==> src/rtl/dbus_rx_pkg.sv <==
// Shared definitions for the DBUS receive path.
// Holds state encodings and link-wide defaults that are also used by the transmit side.
package dbus_rx_pkg;

  typedef enum logic [1:0] {
    S_IDLE  = 2'd0,
    S_ACK   = 2'd1,
    S_REL   = 2'd2,
    S_ERROR = 2'd3
  } state_t;

  localparam int unsigned DBUS_SYNC_DEFAULT    = 2;
  localparam logic [19:0] DBUS_TIMEOUT_DEFAULT = 20'd800000;

endpackage

==> src/rtl/dbus_rx_sync_n.sv <==
// N-deep input synchroniser; resets to 1 so an idle open-drain line reads high.
module dbus_rx_sync_n #(
  parameter int unsigned c_SYNC = 2
) (
  input  logic i_clock,
  input  logic i_reset_n,
  input  logic i_d,
  output logic o_q
);

  logic [c_SYNC-1:0] sync_q;

  always_ff @(posedge i_clock) begin
    if (!i_reset_n) begin
      sync_q <= '1;
    end else begin
      sync_q[0] <= i_d;
      for (int unsigned i = 1; i < c_SYNC; i++) begin
        sync_q[i] <= sync_q[i-1];
      end
    end
  end

  assign o_q = sync_q[c_SYNC-1];

endmodule

==> src/rtl/dbus_rx.sv <==
// DBUS two-wire receive engine: acknowledges each bit, assembles bytes LSB-first,
// and offers them through an avail/read handshake with timeout recovery.
module dbus_rx
  import dbus_rx_pkg::*;
#(
  parameter int unsigned             c_SYNC     = DBUS_SYNC_DEFAULT,
  parameter int unsigned             c_TIMEOUTW = 20,
  parameter logic [c_TIMEOUTW-1:0]   c_TIMEOUT  = c_TIMEOUTW'(DBUS_TIMEOUT_DEFAULT)
) (
  input  logic       i_clock,
  input  logic       i_reset_n,
  input  logic       i_tip,
  input  logic       i_ring,
  output logic       o_tip_drive,
  output logic       o_ring_drive,
  output logic [7:0] o_data,
  output logic       o_avail,
  input  logic       i_read,
  output logic       o_busy,
  output logic       o_error
);

  logic tip_s, ring_s;

  dbus_rx_sync_n #(.c_SYNC(c_SYNC)) u_sync_tip (
    .i_clock   (i_clock),
    .i_reset_n (i_reset_n),
    .i_d       (i_tip),
    .o_q       (tip_s)
  );

  dbus_rx_sync_n #(.c_SYNC(c_SYNC)) u_sync_ring (
    .i_clock   (i_clock),
    .i_reset_n (i_reset_n),
    .i_d       (i_ring),
    .o_q       (ring_s)
  );

  state_t                  state_q,    state_d;
  logic [2:0]              bitcnt_q,   bitcnt_d;
  logic [7:0]              shift_q,    shift_d;
  logic [c_TIMEOUTW-1:0]   timer_q,    timer_d;
  logic                    bit_q,      bit_d;
  logic [7:0]              data_q,     data_d;
  logic                    avail_q,    avail_d;
  logic                    tip_drv_q,  tip_drv_d;
  logic                    ring_drv_q, ring_drv_d;
  logic                    busy_q,     busy_d;
  logic                    error_q,    error_d;
  logic                    timed_out;

  assign timed_out = (timer_q >= c_TIMEOUT);

  always_comb begin
    state_d    = state_q;
    bitcnt_d   = bitcnt_q;
    shift_d    = shift_q;
    bit_d      = bit_q;
    data_d     = data_q;
    avail_d    = avail_q;
    tip_drv_d  = tip_drv_q;
    ring_drv_d = ring_drv_q;
    error_d    = 1'b0;

    if (i_read && avail_q) begin
      avail_d = 1'b0;
    end

    case (state_q)
      S_IDLE: begin
        tip_drv_d  = 1'b0;
        ring_drv_d = 1'b0;
        if (!tip_s && !ring_s) begin
          state_d = S_ERROR;
        end else if (avail_q && (bitcnt_q == 3'd0)) begin
          // Unread byte pending: leave the sender stalled on its first bit.
          state_d = S_IDLE;
        end else if (!tip_s) begin
          bit_d      = 1'b0;
          ring_drv_d = 1'b1;
          state_d    = S_ACK;
        end else if (!ring_s) begin
          bit_d     = 1'b1;
          tip_drv_d = 1'b1;
          state_d   = S_ACK;
        end else if ((bitcnt_q != 3'd0) && timed_out) begin
          state_d = S_ERROR;
        end
      end
      S_ACK: begin
        if (bit_q ? ring_s : tip_s) begin
          tip_drv_d  = 1'b0;
          ring_drv_d = 1'b0;
          state_d    = S_REL;
        end else if (timed_out) begin
          state_d = S_ERROR;
        end
      end
      S_REL: begin
        if (tip_s && ring_s) begin
          shift_d  = {bit_q, shift_q[7:1]};
          bitcnt_d = bitcnt_q + 3'd1;
          if (bitcnt_q == 3'd7) begin
            data_d  = {bit_q, shift_q[7:1]};
            avail_d = 1'b1;
          end
          state_d = S_IDLE;
        end else if (timed_out) begin
          state_d = S_ERROR;
        end
      end
      S_ERROR: begin
        tip_drv_d  = 1'b0;
        ring_drv_d = 1'b0;
        bitcnt_d   = 3'd0;
        if (tip_s && ring_s) begin
          state_d = S_IDLE;
        end
      end
      default: state_d = S_IDLE;
    endcase

    // Every path into ERROR funnels through here so the abort cleanup lives in one place.
    if ((state_d == S_ERROR) && (state_q != S_ERROR)) begin
      error_d    = 1'b1;
      tip_drv_d  = 1'b0;
      ring_drv_d = 1'b0;
      bitcnt_d   = 3'd0;
      shift_d    = '0;
    end

    if ((state_d != state_q) || ((state_q == S_IDLE) && (bitcnt_q == 3'd0))) begin
      timer_d = '0;
    end else begin
      timer_d = timer_q + c_TIMEOUTW'(1);
    end

    busy_d = (bitcnt_d != 3'd0) || (state_d != S_IDLE);
  end

  always_ff @(posedge i_clock) begin
    if (!i_reset_n) begin
      state_q    <= S_IDLE;
      bitcnt_q   <= '0;
      shift_q    <= '0;
      timer_q    <= '0;
      bit_q      <= 1'b0;
      data_q     <= '0;
      avail_q    <= 1'b0;
      tip_drv_q  <= 1'b0;
      ring_drv_q <= 1'b0;
      busy_q     <= 1'b0;
      error_q    <= 1'b0;
    end else begin
      state_q    <= state_d;
      bitcnt_q   <= bitcnt_d;
      shift_q    <= shift_d;
      timer_q    <= timer_d;
      bit_q      <= bit_d;
      data_q     <= data_d;
      avail_q    <= avail_d;
      tip_drv_q  <= tip_drv_d;
      ring_drv_q <= ring_drv_d;
      busy_q     <= busy_d;
      error_q    <= error_d;
    end
  end

  assign o_tip_drive  = tip_drv_q;
  assign o_ring_drive = ring_drv_q;
  assign o_data       = data_q;
  assign o_avail      = avail_q;
  assign o_busy       = busy_q;
  assign o_error      = error_q;

endmodule
==> config.mk <==
export PLATFORM = sky130hd
export DESIGN_NAME = dbus_rx
export DESIGN_NICKNAME = d
export VERILOG_FILES = /design/src/rtl/dbus_rx_pkg.sv /design/src/rtl/dbus_rx_sync_n.sv /design/src/rtl/dbus_rx.sv
export SDC_FILE = /design/constraint.sdc
export NUM_CORES = 1
export LEC_CHECK = 0
export CAP_MARGIN = 20
export CORE_MARGIN = 8
export CORE_UTILIZATION = 50
export CTS_CLUSTER_SIZE = 24
export DETAILED_ROUTE_END_ITERATION = 16
export PLACE_DENSITY_LB_ADDON = 0.15
export SYNTH_ARGS = -nofsm -noshare
export SYNTH_HDL_FRONTEND = slang
export SYNTH_SLANG_ARGS = --single-unit
export TNS_END_PERCENT = 50
==> constraint.sdc <==
create_clock -name i_clock -period 2.4 [get_ports i_clock]
set_input_delay 0.24 -clock i_clock [delete_from_list [all_inputs] [get_ports i_clock]]
set_output_delay 0.24 -clock i_clock [all_outputs]
set_load 0.02 [all_outputs]
==> summary.md, run 1 <==
| Metric | Value |
|---|---|
| Routed length on met3 | between 150 and 200 um |
| Number of flops mapped to enable cells by yosys | 0 |
| Crit end category | flop |
| First-pass GRT wire length | 8473 um |
| Highest routed layer | met4 |
| Synth Area per Inst | about 9 um2 |
| Inst Count DP | 369 |
| Max stage delay on crit path | between 0.4 and 0.5 ns |
| Post-Layout Cell Count | 377 |
| Slew headroom | 0.7090 |
| Met2 WL post-DR | 2512 um |
| Setup bufs post-CTS | 0 |
| Number of global-route vias before repair | approximately 1800 |
| Crit-path slowest cell | dfxtp_1 |
| Worst Reg-to-Reg Cells | 9 |
| Synth Warn # | 0 |
| Htree depth | 2 |
| R2R Setup Slk | 0.16 ns |
| DR WL/cell | 13.69 um |
| CTS tree | done |
| Share of cells above drive strength 1 | 0.1824 |
| Antenna violations before repair | 0 |
| Finished layout cell area | roughly 0.0029 mm2 |
| Pwr/cell area | 907.7 mW/mm2 |
| Clk buf depth | 2 |
| Top_reg_cell synth | dfxtp_1 |
| Post-synthesis sequential area ratio | 0.3916 |
| Crit path arrival time | 2.48 ns |
| Clock Latency Late Sink | ~0.31 ns |
| Reg clk slew, reported paths | 0.09 ns |
| Cts repair resizes | 0 |
| Final net count | 321 |
| Dpl ws | 0.1884 ns |
| Synth area leader | dfxtp_1 |
| Top post-synthesis cells by area | dfxtp_1, nor3_2, nand2_1 |
| Depth of the worst hold-timing path | 1 |
| Syn nets | around 300 |
| CTS Buf Count | 5 |
| Post-CTS Hold Buffers | 0 |
| Total number of vias | 1991 |
| RSZ-0062 raised after global routing | no |
| Startpoint Class | flop |
| Drt first pass iters | 4 |
| Slew @ Worst Pin | 0.4320 ns |
| First-iteration detailed-routing DRC count | about 110 |
| Hold Path End | u_sync_tip.sync_q[1]$_SDFF_PN1_ |
| CP Max Fanout | 20 |
| Clock sink count | 50 |
| Synthesized netlist cell count | 287 |
| Starting Density | 0.5102 |
| Post-route setup TNS | 0 ns |
| GRT Total Usage | 0.1397 |
| GPL Wtd Cong | 0.8831 |
| Setup violations, final | 0 |
| Total gr overflow | 0 |
| Post-DRT Antenna Nets | 0 |
| Final WS setup | between 0.15 and 0.2 ns |
| Commonest cells in the netlist | dfxtp_1, nand2_1, nor2_1, nor3_2, inv_1 |
| Lkg Pwr | 0.0009472 uW |
| Cell Area, Placed | 0.002800 mm2 |
| Distinct cells, synth | 48 |
| WL met1 | 2415 um |
| Layout Utilization | 0.5787 |
| Residual DRC | 0 |
| PortBufs | 17 |
| Max Cap Violations | 0 |
| Horiz. Die Dim | 87.50 um |
| Pin count of the biggest net entering global routing | 21 |
| Final period utilization | 0.9351 |
| CP required | around 2.6 ns |
| CP Cell Sequence | inv_1, ha_1, or2_1, a31oi_1, nand3_1, nor2_1, o22ai_2, buf_4, nor3_2 |
| Worst Hold Class | flop to flop |
| Post-Syn Area | between 0.002 and 0.003 mm2 |
| Die area | between 0.007 and 0.008 mm2 |
| Fin. Hold Viols | 0 |
| Crit path buf inv count | 2 |
| I/O pin count | 18 |
| Hold Crit Start | u_sync_tip.sync_q[0]$_SDFF_PN1_ |
| CTS root buffer | clkbuf_8 |
| DP HPWL | 3707 um |
| Routed wire length | 5160 um |
| Core box area | 0.005010 mm2 |
| Post-synthesis async set-or-reset flop share | 0 |
| Reg2reg end | timer_q[19]$_SDFF_PP0_ |
| Fin crit period | around 2.2 ns |
| Count leader, synth | dfxtp_1 |
| Antenna diodes | 0 |
| Vias/cell | 5.281 |
| Fmax | 445.6 MHz |
| Area grow syn2layout | 13.41% |
| Top Family by Delay on Critical Path | simple AND/OR/NAND/NOR gates |
| #FFs+latches synth | 50 |
| Status | complete, no violations |
| Peak VDD IR | approximately 0.00053 V |
| Top-area cell type share of the netlist area | 0.3916 |
| Worst reg2reg startpoint | state_q[0]$_SDFF_PN0_ |
| Pins Over Slew Limit | 0 |
| Die Y | ~90 um |
| Row count | 26 |
| Skew final | ~0.0084 ns |
| Crit Path Class | flop to flop |
==> metal layers <==
layer  vias up  GRT usage
met1       937     0.1609
li1       1021          -
met2        28     0.2472
met3         5    0.02547
met4         0    0.05625
met5         -          0
==> metrics by stage <==
stage,hold WS (ns),total power (uW)
detailed placement,0.4020,2116
floorplan,0.3415,1883
global placement,0.3913,2117
finish,0.4203,2631
global route,0.4334,2777
CTS,0.4241,2652
==> cells in the final DEF (no fill, tap or decap), drive strengths merged, types with 2 or more instances in the layout <==
master / count
xnor2: 10
nor2b: 3
nor2: 23
a31oi: 7
a21oi: 12
o2111ai: 2
nor3: 21
nand2: 46
xor2: 9
ha: 10
inv: 12
o21a: 3
nand3: 10
clkbuf: 6
clkdlybuf4s50: 17
and2: 7
o21ai: 7
dfxtp: 50
buf: 7
mux2i: 2
or2: 2
nand4: 9
a22oi: 3
a21boi: 9
nand2b: 5
==> how the worst max path moves through the flow <==
stage,startpoint,to,slack (ns),depth (start not counted)
floorplan,state_q[0]$_SDFF_PN0_,bitcnt_q[2]$_SDFF_PN0_,0.40,9
global placement,state_q[0]$_SDFF_PN0_,timer_q[9]$_SDFF_PP0_,0.23,9
detailed placement,state_q[0]$_SDFF_PN0_,timer_q[19]$_SDFF_PP0_,0.19,9
CTS,state_q[0]$_SDFF_PN0_,timer_q[19]$_SDFF_PP0_,0.16,9
global route,state_q[0]$_SDFF_PN0_,timer_q[9]$_SDFF_PP0_,0.0009,9
finish,state_q[0]$_SDFF_PN0_,timer_q[19]$_SDFF_PP0_,0.16,9
==> flip-flops by register name, summed over array words and instances, names as in the netlist <==
name                cells
u_sync_tip.sync_q       2
timer_q                20
bitcnt_q                3
o_busy                  1
u_sync_ring.sync_q      2
o_data                  8
o_ring_drive            1
o_error                 1
bit_q                   1
state_q                 2
o_tip_drive             1
o_avail                 1
shift_q                 7
==> report_power, final <==
group / internal, uW / switching [uW] / total [uW] / leakage [uW]
clock: 238 / 294 / 532 / 0.0000478
combinational: 400 / 762 / 1160 / 0.000495
sequential: 886 / 52.4 / 938 / 0.000405
==> final cells by class <==
cell class                      count  area, um2
Clock buffer                        6      82.58
Clock inverter                      2      16.27
Fill cell                         507       2111
Inverter                           11      41.29
Multi-Input combinational cell    214       1435
Sequential cell                    50       1001
Tap cell                           70      87.58
Timing Repair Buffer               24      235.2
==> kinds of logic (layout without fill, tap and decap cells) <==
family	Yosys count	after routing	synth area share
AND/OR/NAND/NOR	134	134	0.2956
flip-flops	50	50	0.3916
AO/OA/AOI/OAI	48	48	0.1395
buffers and inverters	23	43	0.04699
XOR/XNOR	19	19	0.06510
adder cells (fa/ha/maj)	10	10	0.04895
multiplexers	3	3	0.01224
==> worst reg2reg max path, stage by stage (launching register included) <==
cell and delay [ns]:
dfxtp_1 0.45, inv_1 0.15, ha_1 0.24, or2_1 0.25, a31oi_1 0.20, nand3_1 0.15, nor2_1 0.19, o22ai_2 0.10
buf_4 0.24, nor3_2 0.20
No activity file was read; power rests on OpenSTA's default activity.
==> run 2, diff against run 1 <==
--- a/config.mk
+++ b/config.mk
@@ -6,6 +6,7 @@
 export NUM_CORES = 1
 export LEC_CHECK = 0
 export CAP_MARGIN = 20
+export CORE_ASPECT_RATIO = 1.75
 export CORE_MARGIN = 8
 export CORE_UTILIZATION = 50
 export CTS_CLUSTER_SIZE = 24
==> run 2 against run 1 <==
Final area decreased by 0.13%; sequential power is 0.9% higher; non-clock buffer count rose by 1; cell count decreased by 4.0%.
==> summary.md, run 2 (same netlist as run 1, synthesis figures left out) <==
| Metric | Value |
|---|---|
| Status | complete, no violations (unchanged) |
| Post-DRT Antenna Nets | 0 (unchanged) |
| Dpl ws | 0.1299 ns (was 0.1884 ns) |
| Switching power | 1093 uW (was 1108 uW) |
| Antenna diodes | 0 (unchanged) |
| PortBufs | 17 (unchanged) |
| Post-route setup TNS | 0 ns (unchanged) |
| Die Y | 110.6 um (was 87.50 um) |
| Final Hold Slack | 0.4034 ns (was 0.4203 ns) |
| Die area | 0.007746 mm2 (was 0.007656 mm2) |
| Final period utilization | 0.9188 (was 0.9351) |
| GPL Wtd Cong | 0.8734 (was 0.8831) |
| CP required | 2.63 ns (was 2.64 ns) |
| DR WL/cell | 14.72 um (was 13.69 um) |
| Final WS setup | 0.1949 ns (was 0.1557 ns) |
| Crit path arrival time | 2.43 ns (was 2.48 ns) |
| RSZ-0062 raised after global routing | no (unchanged) |
| DP HPWL | 4099 um (was 3707 um) |
| Fmax | 453.5 MHz (was 445.6 MHz) |
| Antenna violations before repair | 0 (unchanged) |
| CP Max Fanout | 20 (unchanged) |
| CTS tree | done (unchanged) |
| Drt first pass iters | 4 (unchanged) |
| Pin count of the biggest net entering global routing | 21 (unchanged) |
| Cell Int Power | 1600 uW (was 1523 uW) |
| Vias/cell | 5.539 (was 5.281) |
| Starting Density | 0.5180 (was 0.5102) |
| Row count | 34 (was 26) |
| Slew headroom | 0.7158 (was 0.7090) |
| Clock network fraction of total power | 0.218 (was 0.202) |
| CTS Buf Count | 5 (unchanged) |
| I/O pin count | 18 (unchanged) |
| Clock Latency Late Sink | 0.31 ns (about the same) |
| Residual DRC | 0 (unchanged) |
| Depth of the worst hold-timing path | 1 (unchanged) |
| Clk buf depth | 2 (unchanged) |
| Setup bufs post-CTS | 0 (unchanged) |
| Max reg flops | 20 (unchanged) |
| CTS root buffer | clkbuf_8 (unchanged) |
| First-pass GRT wire length | 8976 um (was 8473 um) |
| Skew final | 0.01015 ns (was 0.008406 ns) |
| Number of global-route vias before repair | 2061 (was 1834) |
| Crit Path Class | flop to flop (unchanged) |
| Area grow syn2layout | 13.26% (was 13.41%) |
| Htree depth | 2 (unchanged) |
| Total gr overflow | 0 (unchanged) |
| Switching fraction of total power | 0.4060 (was 0.4211) |
| Crit end category | flop (unchanged) |
| Comb pwr share | 0.431 (was 0.441) |
| Peak VDD IR | 0.0008406 V (was 0.0005306 V) |
| Most frequent cells in the layout | dfxtp_1, nand2_1, nor2_1, nor3_2, clkdlybuf4s50_1 (unchanged) |
| Most common cell after layout, fill and taps aside | dfxtp_1 (unchanged) |
| Fin. Hold Viols | 0 (unchanged) |
| Share of cells above drive strength 1 | 0.1818 (was 0.1824) |
| Setup violations, final | 0 (unchanged) |
| Total number of vias | 2005 (was 1991) |
| R2R Setup Slk | 0.19 ns (was 0.16 ns) |
| Post-CTS Hold Buffers | 0 (unchanged) |
| Pwr/cell area | 930.3 mW/mm2 (was 907.7 mW/mm2) |
| First-iteration detailed-routing DRC count | 72 (was 112) |
| Biggest register | timer_q (unchanged) |
| Max Cap Violations | 0 (unchanged) |
| Post-Layout Cell Count | 362 (was 377) |
| Final net count | 322 (was 321) |
| Inst Count DP | 354 (was 369) |
| Routed wire length | 5327 um (was 5160 um) |
| Clock sink count | 50 (unchanged) |
| Sequential share of power | 0.351 (was 0.356) |
| Startpoint Class | flop (unchanged) |
| Lkg Pwr | 0.0009576 uW (was 0.0009472 uW) |
| Pins Over Slew Limit | 0 (unchanged) |
| Layout Utilization | 0.5867 (was 0.5787) |
| Core box area | 0.004935 mm2 (was 0.005010 mm2) |
| Worst Hold Class | flop to flop (unchanged) |
| Fin crit period | 2.205 ns (was 2.244 ns) |
| Slew @ Worst Pin | 0.4219 ns (was 0.4320 ns) |
| Reg clk slew, reported paths | 0.09 ns (about the same) |
| GRT Total Usage | 0.1367 (was 0.1397) |
| Horiz. Die Dim | 70.05 um (was 87.50 um) |
| Worst Reg-to-Reg Cells | 9 (unchanged) |
## run 2: cell count changes in the layout (fill, tap and decap cells not counted)
cell	delta
buf_4	+1
bufinv_16	+1
clkbuf_1	+2
clkbuf_8	-1
clkinvlp_4	-1
dfxtp_1	-1
dfxtp_2	+1
inv_6	-1
## run 2: final timing paths
kind	end	startpoint
min reg2reg	u_sync_ring.sync_q[1]$_SDFF_PN1_	u_sync_ring.sync_q[0]$_SDFF_PN1_
max reg2reg	timer_q[14]$_SDFF_PP0_	state_q[0]$_SDFF_PN0_
min	u_sync_ring.sync_q[1]$_SDFF_PN1_	u_sync_ring.sync_q[0]$_SDFF_PN1_
max	timer_q[14]$_SDFF_PP0_	state_q[0]$_SDFF_PN0_
## run 2: stage by stage
step | total power (uW) | cell area, um2
CTS | 2718 | 2894
detailed placement | 2129 | 2788
global placement | 2117 | 2788
global route | 2857 | 2895
finish | 2693 | 2895
floorplan | 1883 | 2556
## run 2: critical path: stages (launching register included)
cell and delay (ns):
dfxtp_2 0.41, inv_1 0.13, ha_1 0.23, or2_1 0.25, a31oi_1 0.21, nand3_1 0.15
nor2_1 0.20, o22ai_2 0.11, buf_4 0.24, nor3_2 0.20
## run 2: final cells by class
cell class	instances	area (um2)
timing repair buffer	25	242.7
fill	448	2039
inverter	11	41.29
sequential	50	1002
multi-input combinational	214	1435
clock inverter	1	30.03
tap	54	67.56
clock buffer	7	76.32
## run 2: what timing repair did
item,4_1_cts,5_1_grt
setup endpoints to repair,0,19
hold endpoints to repair,0,0
resized for setup,0,1
## run 2: layer usage
metal / global-route usage / vias to the layer above / routed length [um] / part of all wire
met5: 0 / - / 0 / 0
met4: 0.08221 / 0 / 210 / 0.039
met3: 0.03315 / 17 / 150 / 0.028
met2: 0.2627 / 29 / 2990 / 0.56
met1: 0.1208 / 933 / 1976 / 0.37
li1: - / 1026 / - / -
## run 2: power by group through the flow
stage	combinational, uW	clock (uW)	sequential (uW)
6_report	1160	586	946
5_1_grt	1260	642	957
4_1_cts	1170	603	942
3_5_place_dp	1170	0	962
3_3_place_gp	1160	0	959
2_1_floorplan	908	0	975
==> run 3, diff against run 2 <==
--- a/config.mk
+++ b/config.mk
@@ -12,6 +12,8 @@
 export CTS_CLUSTER_SIZE = 24
 export DETAILED_ROUTE_END_ITERATION = 16
 export PLACE_DENSITY_LB_ADDON = 0.15
+export SKIP_CTS_REPAIR_TIMING = 1
+export SLEW_MARGIN = 30
 export SYNTH_ARGS = -nofsm -noshare
 export SYNTH_HDL_FRONTEND = slang
 export SYNTH_SLANG_ARGS = --single-unit
==> results of run 3 <==
Final layout, timing and power as in run 2 (identical DEF).
